[src/rtl/fft_stage_seq.sv]
// -----------------------------------------------------------------------------
// fft_stage_seq
//
// Sequencer for a chain of NUM_STAGES registered (1-cycle) butterfly stages in
// the 16-lane parallel FFT datapath. It frames incoming 16-sample blocks into
// FFT frames of BLOCKS_PER_FRAME blocks, drives one capture enable per stage,
// and carries each block's in-frame index (plus sof/eof tags) down the pipeline
// alongside the data. The tags let each stage pick its twiddle/routing set.
//
// Optional feature, enabled by defining FFT_STAGE_SEQ_STATS_EN:
//   frame_cnt / err_cnt saturating statistics counters. When the macro is
//   undefined both ports are tied to 0 and no counter flops exist.
//
// Ports:
//   clk            system clock
//   rstn           asynchronous active-low reset
//   din_valid      input block present this cycle
//   din_sof        input block is first of a frame (qualified by din_valid)
//   stage_en       bit k: stage k captures its input this cycle
//   stage_blk_idx  flat, slice k = in-frame index of the block entering stage k
//   dout_valid     last stage output register holds a valid block
//   dout_sof       output block is index 0 of a frame
//   dout_eof       output block is index BLOCKS_PER_FRAME-1
//   frame_done     dout_valid & dout_eof
//   busy           FSM in RUN or any block still in flight
//   err_sof        1-cycle pulse on a framing error (headless or mid-frame sof)
//   frame_cnt      completed frames (stats feature, else 0)
//   err_cnt        framing errors (stats feature, else 0)
// -----------------------------------------------------------------------------
module fft_stage_seq #(
    parameter int NUM_STAGES       = 3,
    parameter int BLOCKS_PER_FRAME = 32,
    parameter int IDX_W            = 5
) (
    input  logic                        clk,
    input  logic                        rstn,
    input  logic                        din_valid,
    input  logic                        din_sof,
    output logic [NUM_STAGES-1:0]       stage_en,
    output logic [NUM_STAGES*IDX_W-1:0] stage_blk_idx,
    output logic                        dout_valid,
    output logic                        dout_sof,
    output logic                        dout_eof,
    output logic                        frame_done,
    output logic                        busy,
    output logic                        err_sof,
    output logic [15:0]                 frame_cnt,
    output logic [7:0]                  err_cnt
);

    typedef enum logic {
        IDLE = 1'b0,
        RUN  = 1'b1
    } state_t;

    localparam logic [IDX_W-1:0] LAST_IDX = IDX_W'(BLOCKS_PER_FRAME - 1);

    state_t           state_q, state_d;
    logic [IDX_W-1:0] cnt_q, cnt_d;
    logic             err_sof_q, err_sof_d;

    // Entry j of the pipeline registers holds the block that left stage j;
    // entry NUM_STAGES-1 is the datapath output register.
    logic [NUM_STAGES-1:0] vld_q, vld_d;
    logic [NUM_STAGES-1:0] sof_q, sof_d;
    logic [NUM_STAGES-1:0] eof_q, eof_d;
    logic [IDX_W-1:0]      idx_q [NUM_STAGES];
    logic [IDX_W-1:0]      idx_d [NUM_STAGES];

    // Stage-0 view of the current input block (combinational).
    logic             acc0;
    logic             sof0;
    logic             eof0;
    logic [IDX_W-1:0] idx0;

    // Framing FSM: decides whether the input block is accepted and which
    // index/tags it carries. A sof always restarts the frame at index 0.
    always_comb begin
        state_d   = state_q;
        cnt_d     = cnt_q;
        err_sof_d = 1'b0;
        acc0      = 1'b0;
        sof0      = 1'b0;
        eof0      = 1'b0;
        idx0      = '0;
        case (state_q)
            IDLE: begin
                if (din_valid) begin
                    if (din_sof) begin
                        acc0    = 1'b1;
                        sof0    = 1'b1;
                        cnt_d   = IDX_W'(1);
                        state_d = RUN;
                    end else begin
                        err_sof_d = 1'b1;   // headless block is dropped
                    end
                end
            end
            RUN: begin
                if (din_valid) begin
                    acc0 = 1'b1;
                    if (din_sof) begin
                        // Abort the current frame; in-flight blocks drain
                        // without an eof.
                        err_sof_d = 1'b1;
                        sof0      = 1'b1;
                        cnt_d     = IDX_W'(1);
                    end else begin
                        idx0 = cnt_q;
                        if (cnt_q == LAST_IDX) begin
                            eof0    = 1'b1;
                            cnt_d   = '0;
                            state_d = IDLE;
                        end else begin
                            cnt_d = cnt_q + 1'b1;
                        end
                    end
                end
            end
            default: state_d = IDLE;
        endcase
    end

    // Tag pipeline: every entry shifts unconditionally, no backpressure.
    always_comb begin
        vld_d[0] = acc0;
        sof_d[0] = sof0;
        eof_d[0] = eof0;
        idx_d[0] = idx0;
        for (int j = 1; j < NUM_STAGES; j++) begin
            vld_d[j] = vld_q[j-1];
            sof_d[j] = sof_q[j-1];
            eof_d[j] = eof_q[j-1];
            idx_d[j] = idx_q[j-1];
        end
    end

    always_ff @(posedge clk or negedge rstn) begin
        if (!rstn) begin
            state_q   <= IDLE;
            cnt_q     <= '0;
            err_sof_q <= 1'b0;
            vld_q     <= '0;
            sof_q     <= '0;
            eof_q     <= '0;
            for (int j = 0; j < NUM_STAGES; j++) begin
                idx_q[j] <= '0;
            end
        end else begin
            state_q   <= state_d;
            cnt_q     <= cnt_d;
            err_sof_q <= err_sof_d;
            vld_q     <= vld_d;
            sof_q     <= sof_d;
            eof_q     <= eof_d;
            for (int j = 0; j < NUM_STAGES; j++) begin
                idx_q[j] <= idx_d[j];
            end
        end
    end

    // Stage k (k>=1) is fed by pipeline register k-1; stage 0 by the input.
    always_comb begin
        stage_en[0]                = acc0;
        stage_blk_idx[IDX_W-1:0]   = idx0;
        for (int k = 1; k < NUM_STAGES; k++) begin
            stage_en[k]                    = vld_q[k-1];
            stage_blk_idx[k*IDX_W +: IDX_W] = idx_q[k-1];
        end
    end

    assign dout_valid = vld_q[NUM_STAGES-1];
    assign dout_sof   = sof_q[NUM_STAGES-1];
    assign dout_eof   = eof_q[NUM_STAGES-1];
    assign frame_done = vld_q[NUM_STAGES-1] & eof_q[NUM_STAGES-1];
    assign err_sof    = err_sof_q;
    // vld_q covers stage_en[NUM_STAGES-1:1] and dout_valid together.
    assign busy       = (state_q == RUN) | (|vld_q);

`ifdef FFT_STAGE_SEQ_STATS_EN
    logic [15:0] frame_cnt_q, frame_cnt_d;
    logic [7:0]  err_cnt_q, err_cnt_d;

    always_comb begin
        frame_cnt_d = frame_cnt_q;
        err_cnt_d   = err_cnt_q;
        if (frame_done && (frame_cnt_q != 16'hFFFF)) begin
            frame_cnt_d = frame_cnt_q + 16'd1;
        end
        if (err_sof_q && (err_cnt_q != 8'hFF)) begin
            err_cnt_d = err_cnt_q + 8'd1;
        end
    end

    always_ff @(posedge clk or negedge rstn) begin
        if (!rstn) begin
            frame_cnt_q <= '0;
            err_cnt_q   <= '0;
        end else begin
            frame_cnt_q <= frame_cnt_d;
            err_cnt_q   <= err_cnt_d;
        end
    end

    assign frame_cnt = frame_cnt_q;
    assign err_cnt   = err_cnt_q;
`else
    assign frame_cnt = 16'd0;
    assign err_cnt   = 8'd0;
`endif

endmodule
[config.mk]
export PLATFORM = sky130hd
export DESIGN_NAME = fft_stage_seq
export DESIGN_NICKNAME = d
export VERILOG_FILES = /design/src/rtl/fft_stage_seq.sv
export SDC_FILE = /design/constraint.sdc
export NUM_CORES = 1
export LEC_CHECK = 0
export ABC_AREA = 1
export CAP_MARGIN = 20
export CORE_MARGIN = 1.5
export CORE_UTILIZATION = 40
export DETAILED_ROUTE_END_ITERATION = 8
export PLACE_DENSITY = 0.86
export SYNTH_ARGS = -nofsm -noshare
export SYNTH_HDL_FRONTEND = slang
export SYNTH_SLANG_ARGS = --single-unit
[constraint.sdc]
create_clock -name clk -period 1.6 [get_ports clk]
set_input_delay 0.48 -clock clk [delete_from_list [all_inputs] [get_ports clk]]
set_output_delay 0.48 -clock clk [all_outputs]
set_load 0.05 [all_outputs]
After elaboration in Yosys (flattened, before gate mapping)
Cells that the tools add are included.
Cells by class
  reductions and logical operators: 2
  bitwise operators: 3
  multiplexer cells: 24
  $add $sub $neg: 1
  equality and inequality tests: 4
Operators with widths (number)
  $mux 5: 8
  $mux 1: 12
  $pmux 5 s2: 1
  $ne 2x2->1 const B: 3
  $pmux 1 s2: 3
  $add 5x1->5 const B: 1
  $eq 5x5->1 const B: 1
  $reduce_and 3->1: 1
  $reduce_or 3->1: 1
  $and 1x1->1: 1
  $not 1->1: 1
  $or 1x1->1: 1
Word-level totals
  logic and storage cells: 42
  output and inout port bits: 48
  bits in registers: 26

Depth between registers and ports, before layout
Gate-level depths: netlist of the first run.
  depth after elaboration: 5
  depth in mapped cells: 7

Least setup slack after synthesis of the first run
Ideal clock, no wire load.
  path type: input to output
  start point: in din_valid
  end point: out stage_blk_idx[0]
  buffers on the path: 0
  required time: 1.120 ns
  cell stages on the path: 4
  setup slack: -0.298 ns
  arrival time: 1.418 ns
  path through: nand2_1 > inv_2 > nand2_4 > nor2_1
Between the ends
  cells in the longest elaborated chain, start to end: 2
RTL lines
  start: declaration: line 37  | input logic din_valid,
  $mux 5: line 100  | if (din_valid) begin
  $mux 5: line 86  | case (state_q)
  end: declaration: line 40  | output logic [NUM_STAGES*IDX_W-1:0] stage_blk_idx,
Every way passes these cells.

Worst setup path in the final report of the first run
  start point: reg state_q
  end point: out stage_blk_idx[1]
Between the ends
  cells in the longest elaborated chain, start to end: 1
RTL lines
  start: declaration: line 58  | state_t state_q, state_d;
  start signal: assignment: line 150  | state_q <= state_d;
  $mux 5: line 86
Every way passes these cells.

==> results of run 1 <==
## cell type report
cell class                      count  area [um2]  share of cell area [%]
Sequential cell                    26         651                    36.1
Timing Repair Buffer               44         637                    35.4
Multi-Input combinational cell     63         375                    20.8
Inverter                           12        47.5                    2.64
Tap cell                           30        37.5                    2.08
Clock inverter                      1        30.0                    1.67
Clock buffer                        3        22.5                    1.25
## metal layers
metal  share of wire [%]  global-route usage, %  vias up
met5                   0                      0        -
met4                 4.7                   10.8        0
met3                 6.8                   3.02       11
met2                  50                   30.3       50
met1                  39                   20.1      386
li1                    -                      -      359
## cells in the mapped netlist, drive strengths merged
| library cell | number | area share (%) |
|---|---|---|
| nand2 | 13 | 5.1 |
| nand3b | 1 | 0.68 |
| conb | 1 | 0.34 |
| xnor2 | 1 | 0.79 |
| o211ai | 1 | 0.68 |
| dfrtp | 26 | 59 |
| nor3 | 2 | 0.90 |
| nor2 | 7 | 3.0 |
| ha | 3 | 3.4 |
| nand4 | 1 | 0.56 |
| a21oi | 1 | 0.45 |
| buf | 25 | 17 |
| inv | 12 | 4.1 |
| nand3 | 5 | 2.3 |
| o21ai | 4 | 2.1 |
## kinds of logic after synthesis
kind of cell	synth area share (%)
AO/OA/AOI/OAI	3.27
XOR/XNOR	0.790
adder cells (fa/ha/maj)	3.39
buffers and inverters	21.0
flip-flops	58.7
other	0.338
AND/OR/NAND/NOR	12.5
## flip-flops by register name, indices dropped and copies added, names as in the netlist
| name | flops |
|---|---|
| stage_blk_idx | 10 |
| cnt_q | 5 |
| eof_q | 3 |
| sof_q | 3 |
| vld_q | 3 |
| err_sof | 1 |
| state_q | 1 |
## final timing paths
kind,startpoint,end,slack (ps),cells after the start
hold reg to reg,eof_q[1],eof_q[2],380,0
setup reg to reg,cnt_q[0],cnt_q[4],170,6
max in group asynchronous,rstn,stage_blk_idx[13],850,2
setup / recovery,state_q,stage_blk_idx[1],-220,5
hold / removal,eof_q[1],eof_q[2],380,0
min in group asynchronous,rstn,vld_q[1],500,2
## metrics by stage
stage	total power, mW	worst slack [ps]	utilization [%]	TNS (ps)
floorplan	1.00	-75.9	-	-380
global placement	1.09	-422	63.2	-2840
detailed placement	1.10	-496	63.2	-3450
CTS	1.57	-179	69.3	-1020
global route	1.64	-258	70.7	-1840
finish	1.60	-219	70.7	-1460
## power by group through the flow
| stage | Sequential (mW) | Combinational (mW) | Clock [mW] |
|---|---|---|---|
| floorplan | 0.765 | 0.237 | 0 |
| detailed placement | 0.725 | 0.372 | 0 |
| finish | 0.712 | 0.419 | 0.466 |
| global placement | 0.722 | 0.367 | 0 |
| CTS | 0.710 | 0.405 | 0.452 |
| global route | 0.716 | 0.438 | 0.489 |
## timing repair
action / in CTS / in global routing
setup buffers: 6 / 5
resized for setup: 18 / 4
pin swaps: 3 / 4
endpoints found under the setup margin: 7 / 8
endpoints found under the hold margin: 0 / 0
hold buffers: 0 / 0
==> results.tsv, run 1 <==
metric	value	unit
vdd_drop_max	0.831	mV
violations	setup timing	
hold_path.class	reg2reg	
stdcell_count	179	
insertion_delay	340	ps
drive_above_1_share	40.9	%
clk_pin_slew_worst_paths	150	ps
fp.dieH	55.6	um
power_frac_clock	29.2	%
grt_overflow_total	0	
vias_per_cell	4.50	
leakage	0.891	nW
wirelength	2670	um
ant_nets	0	
dr_total_vias	806	
crit_slowest_cell	dfrtp_1	
yosysWarnings	0	
p_sw_share	32.8	%
grt_pass1_wl	4110	um
pin_count	52	
cp_slowest_stage_delay	420	ps
routedWlPerCell	14.9	um
cts_made_buffers	3	
ys_ff_latch	26	
fin_ws	-219	ps
ctsRootBufferMaster	clkbuf_4	
start_util	43.6	%
syn_inst	103	
die_w	55.6	um
synth-seq-area-share	58.7	%
io_buffers	27	
yosysUniqueCellTypes	19	
nFillCells	151	
hold_ws	376	ps
power_switching	0.524	mW
seq_power_share	44.6	%
dieArea	3100	um2
setup_viol	9	
rows	18	
final_common_cell	dfrtp_1	
final_nets	157	
crit_buf_inv	2	
synth.avg_cell_area	10.8	um2
grtUsageTotal	17.5	%
cts_tree	built	
cp_max_fo	6	
intPower	1.07	mW
slew_violations	0	
startpoint_type	register	
cp_cell_sequence	nand2_2, inv_4, nand2_8, nor2_4, buf_12	
skew	8.86	ps
htreeDepth	1	
required	1120	ps
post_dp_cell_area	1610	um2
cts.path.max_buffers	2	
fin_crit_sh	114	%
p_per_area	887	nW/um2
critPathTopFamily	flip-flops	
fmax	0.550	GHz
core_area	2540	um2
status	finished with violations	
synth_area	1110	um2
drc_errors	0	
grt_max_degree	27	
max_cap_viol_count	0	
hold_violations	0	
worst_ep_arrival_time	1340	ps
drt-initial-drc-count	13	
design_area	1800	um2
grt_pass1_vias	813	
grt_antenna_before_repair	0	
cp-end-kind	output pin	
syn2layout_area_growth	62.4	%
post-route-min-period	1820	ps
setup.worst_path.class	reg2out	
layout_common_cells	dfrtp_1 (26), conb_1 (24), buf_12 (23)	
grt_setup_unrepaired	yes	
pwr-share-comb	26.2	%
firstDrtPassIters	4	
dp_hpwl	1740	um
dp_cells	165	
antenna_cells	0	
cts_sinks	26	
finalWeightedCongestion	0.763	
Note: power is estimated with default switching activity, not from simulation.
==> run 2: changes to the inputs <==
Settings changed: CORE_MARGIN 1.5 to default, CTS_CLUSTER_DIAMETER from default to 40.
==> run 2 against run 1 <==
The run still ends with setup timing left. Setup slack gained 76 ps. Clock power is 45% lower. Global-route usage grew 1.2 points. Register-to-register slack lost 30 ps. Worst hold slack lost 16 ps. Critical path type is now in2out. Core utilization down 1.3 points. Sequential power about the same.
==> results.tsv, run 2 (synthesized netlist as in run 1, its figures left out) <==
metric	value	unit	change
status	finished with violations		unchanged
violations	setup timing		unchanged
setup.worst_path.class	in2out		was reg2out
clk_pin_slew_worst_paths	110	ps	was 150 ps
cp-end-kind	output pin		unchanged
fin_ws	-143	ps	was -219 ps
final_util	69.5	%	was 70.7%
wl_met1	907	um	was 1030 um
p_sw_share	34.9	%	was 32.8%
cts_sinks	26		unchanged
core_area	2540	um2	unchanged
dieArea	2990	um2	was 3100 um2
cts_made_buffers	3		unchanged
drc_errors	0		unchanged
fmax	0.574	GHz	was 0.550 GHz
grt_setup_unrepaired	yes		unchanged
io_buffers	27		unchanged
wirelength	2720	um	was 2670 um
layout_common_cells	dfrtp_1 (26), conb_1 (24), buf_12 (23)		unchanged
hold_ws	359	ps	was 376 ps
final_common_cell	dfrtp_1		unchanged
skew	6.30	ps	was 8.86 ps
finalWeightedCongestion	0.774		was 0.763
drt-initial-drc-count	14		was 13
antenna_cells	0		unchanged
startpoint_type	input pin		was register
grt_max_degree	27		unchanged
routedWlPerCell	15.4	um	was 14.9 um
ctsRootBufferMaster	clkbuf_4		unchanged
die_w	54.6	um	was 55.6 um
nFillCells	153		was 151
post_dp_cell_area	1610	um2	unchanged
cp_max_fo	6		unchanged
firstDrtPassIters	4		unchanged
fin_crit_sh	109	%	was 114%
required	1120	ps	about the same
largest_reg_flops	10		unchanged
post-route-min-period	1740	ps	was 1820 ps
rows	18		unchanged
worst_ep_arrival_time	1260	ps	was 1340 ps
p_per_area	787	nW/um2	was 887 nW/um2
ant_nets	0		unchanged
pin_count	52		unchanged
dp_hpwl	1740	um	about the same
hold_violations	0		unchanged
fin_tns_setup	-865	ps	was -1460 ps
final_nets	156		was 157
power_switching	0.486	mW	was 0.524 mW
cts_tree	built		unchanged
drive_above_1_share	40.1	%	was 40.9%
vias_per_cell	4.67		was 4.50
grt_pass1_wl	3690	um	was 4110 um
fp.dieH	54.6	um	was 55.6 um
vdd_drop_max	0.520	mV	was 0.831 mV
cts_hold_buf	0		unchanged
highest_layer	met4		unchanged
route.met2.wl	1480	um	was 1330 um
grt_pass1_vias	752		was 813
grt_overflow_total	0		unchanged
intPower	0.905	mW	was 1.07 mW
leakage	0.873	nW	was 0.891 nW
htreeDepth	1		unchanged
power_frac_clock	18.5	%	was 29.2%
insertion_delay	310	ps	was 340 ps
hold_path.class	reg2reg		unchanged
max_cap_viol_count	0		unchanged
syn2layout_area_growth	59.5	%	was 62.4%
design_area	1770	um2	was 1800 um2
slew_violations	0		unchanged
cts.path.max_buffers	2		unchanged
dp_slack	-475	ps	was -496 ps
seq_power_share	51.3	%	was 44.6%
grt_antenna_before_repair	0		unchanged
pwr-share-comb	30.2	%	was 26.2%
wl_met3	259	um	was 180 um
dr_total_vias	826		was 806
start_util	43.6	%	unchanged
grtUsageTotal	18.7	%	was 17.5%
setup_viol	9		unchanged
[run 2: area by class of cell]
type                       instances  area, um2  area share [%]
clock buffer                       3       22.5            1.27
inverter                          12       47.5            2.69
multi-input combinational         63        375            21.2
sequential                        26        651            36.8
tap                               30       37.5            2.12
timing repair buffer              43        634            35.9
[run 2: final timing paths]
check,startpoint,slack [ps],to,cells after the start
max,din_sof,-140,stage_blk_idx[2],5
min,sof_q[1],360,sof_q[2],0
max reg2reg,cnt_q[1],140,state_q,7
min reg2reg,sof_q[1],360,sof_q[2],0
max in group asynchronous,rstn,840,stage_blk_idx[10],2
min in group asynchronous,rstn,510,stage_blk_idx[9],2
[run 2: what timing repair did]
action                                  CTS  global route
pin swaps                                 3             4
endpoints found under the setup margin    7             8
setup buffers                             5             4
resized for setup                        17             6
[run 2: power by group through the flow]
stage | clock network (mW) | registers [mW] | logic, mW
after detailed placement | 0 | 0.727 | 0.374
after floorplan | 0 | 0.765 | 0.237
final | 0.257 | 0.713 | 0.420
after global placement | 0 | 0.722 | 0.367
after CTS | 0.263 | 0.710 | 0.401
after global routing | 0.304 | 0.716 | 0.441
[run 2: worst max-delay path: stages]
cell	delay [ps]
clkdlybuf4s15_1	230
inv_2	140
nand2_8	100
nor2_4	140
buf_12	150
[run 2: layer usage]
| layer | track usage [%] | vias to the layer above |
|---|---|---|
| li1 | - | 356 |
| met2 | 33.7 | 67 |
| met1 | 20.1 | 394 |
| met4 | 9.40 | 0 |
| met3 | 4.17 | 9 |
| met5 | 0 | - |
[run 2: per-stage QoR]
step,power (mW),cells
finish,1.39,177
CTS,1.37,173
global route,1.46,177
global placement,1.09,165
detailed placement,1.10,165
floorplan,1.00,126
==> run 3: changes to the inputs <==
Settings changed: PLACE_DENSITY 0.86 to 0.78.
==> run 3 against run 2 <==
The flow still finishes with violations (setup timing). Combinational power down 2%. Clock power down 4%. Register-to-register slack better by 50 ps. Final cell count down 1.7%. Clock-buffer cell count unchanged. Via count down 11%. Die area unchanged. Fmax up 3.5%. Flip-flop and latch count unchanged. Worst hold slack better by 5.1 ps. Setup slack better by 59 ps. Highest routed layer unchanged.
==> results.tsv, run 3 (synthesized netlist as in run 1, its figures left out) <==
metric	value	unit	change
status	finished with violations		unchanged
violations	setup timing		unchanged
htreeDepth	1		unchanged
leakage	0.856	nW	was 0.873 nW
ant_nets	0		unchanged
worstHoldPathCells	0		unchanged
dieArea	2990	um2	unchanged
dp_cells	165		unchanged
design_area	1740	um2	was 1770 um2
cp_max_fo	6		unchanged
grtUsageTotal	15.5	%	was 18.7%
cts_sinks	26		unchanged
drt-initial-drc-count	16		was 14
grt_pass1_wl	3190	um	was 3690 um
fmax	0.594	GHz	was 0.574 GHz
r2r_start	cnt_q[0]		was cnt_q[1]
stdcell_count	174		was 177
finalWeightedCongestion	0.792		was 0.774
hold_violations	0		unchanged
grt_pass1_vias	675		was 752
grt_setup_unrepaired	yes		unchanged
skew	3.19	ps	was 6.30 ps
fin_tns_setup	-441	ps	was -865 ps
rr_worst_depth	7		unchanged
die_w	54.6	um	unchanged
ctsRootBufferMaster	clkbuf_4		unchanged
hold_path.class	reg2reg		unchanged
largest_reg_flops	10		unchanged
routedWlPerCell	12.1	um	was 15.4 um
final_nets	153		was 156
cts.path.max_buffers	2		unchanged
start_util	43.6	%	unchanged
grt_antenna_before_repair	0		unchanged
required	1120	ps	about the same
setup.worst_path.class	in2out		unchanged
pin_count	52		unchanged
grt_overflow_total	0		unchanged
rows	18		unchanged
slew_violations	0		unchanged
cp-startpoint	din_valid		was din_sof
post-route-min-period	1680	ps	was 1740 ps
drc_errors	0		unchanged
layout_common_cells	dfrtp_1 (26), conb_1 (24), buf_12 (23)		unchanged
dp_slack	-460	ps	was -475 ps
final_util	68.5	%	was 69.5%
worst_ep_arrival_time	1200	ps	was 1260 ps
nFillCells	160		was 153
power	1.37	mW	was 1.39 mW
p_per_area	785	nW/um2	was 787 nW/um2
dr_total_vias	737		was 826
max_cap_viol_count	0		unchanged
fin_ws	-84.2	ps	was -143 ps
cts_tree	built		unchanged
syn2layout_area_growth	57.3	%	was 59.5%
startpoint_type	input pin		unchanged
dp_hpwl	1560	um	was 1740 um
firstDrtPassIters	4		unchanged
fin_crit_sh	105	%	was 109%
drive_above_1_share	38.9	%	was 40.1%
vias_per_cell	4.24		was 4.67
antenna_cells	0		unchanged
vdd_drop_max	0.509	mV	was 0.520 mV
clk_pin_slew_worst_paths	110	ps	about the same
grt_max_degree	27		unchanged
hold_ws	364	ps	was 359 ps
cp-end-kind	output pin		unchanged
io_buffers	27		unchanged
core_area	2540	um2	unchanged
post_dp_cell_area	1610	um2	unchanged
setup_viol	7		was 9
hp-start	eof_q[0]		was sof_q[1]
insertion_delay	300	ps	was 310 ps
final_common_cell	dfrtp_1		unchanged
wirelength	2110	um	was 2720 um
cts_made_buffers	3		unchanged
fp.dieH	54.6	um	unchanged
==> run 3: cell types whose count changed in the layout (fill, tap and decap cells not counted), sizes merged <==
cell | previous run | this run
buf | 40 | 37
==> run 3: where the power goes <==
group	switching (mW)	internal (mW)	leakage, nW
clock	0.161	0.0877	0.0138
sequential	0.0263	0.684	0.339
combinational	0.280	0.131	0.503
==> run 3: worst paths after layout <==
| path | slack [ps] | endpoint |
|---|---|---|
| min in group asynchronous | 570 | cnt_q[2] |
| worst min register to register | 360 | eof_q[1] |
| worst max-delay path | -80 | stage_blk_idx[1] |
| worst min-delay path | 360 | eof_q[1] |
| worst max register to register | 190 | cnt_q[0] |
| max in group asynchronous | 790 | sof_q[1] |
==> run 3: final cells by class <==
| type | instances | area, um2 | share of cell area [%] |
|---|---|---|---|
| Sequential cell | 26 | 651 | 37.3 |
| Timing Repair Buffer | 40 | 616 | 35.3 |
| Inverter | 12 | 47.5 | 2.73 |
| Multi-Input combinational cell | 63 | 370 | 21.2 |
| Tap cell | 30 | 37.5 | 2.15 |
| Clock buffer | 3 | 22.5 | 1.29 |
==> run 3: worst max-delay path: stages <==
cell             delay [ps]
clkdlybuf4s15_2         200
nand2_2                  80
inv_4                    80
nand2_8                  80
nor2_4                  130
buf_12                  150
==> run 3: repair_timing <==
| item | 4_1_cts | 5_1_grt |
|---|---|---|
| endpoints found under the setup margin | 7 | 8 |
| hold buffers | 0 | 0 |
| buffers inserted | 4 | 2 |
| resized for setup | 16 | 7 |
| endpoints found under the hold margin | 0 | 0 |
| pin swaps | 5 | 6 |
==> run 3: metal layers <==
layer	up-vias	wire (um)	track usage, %
li1	351	-	-
met1	343	793	17.9
met2	41	1160	27.9
met3	2	150	3.61
met4	0	8	5.13
met5	-	0	0
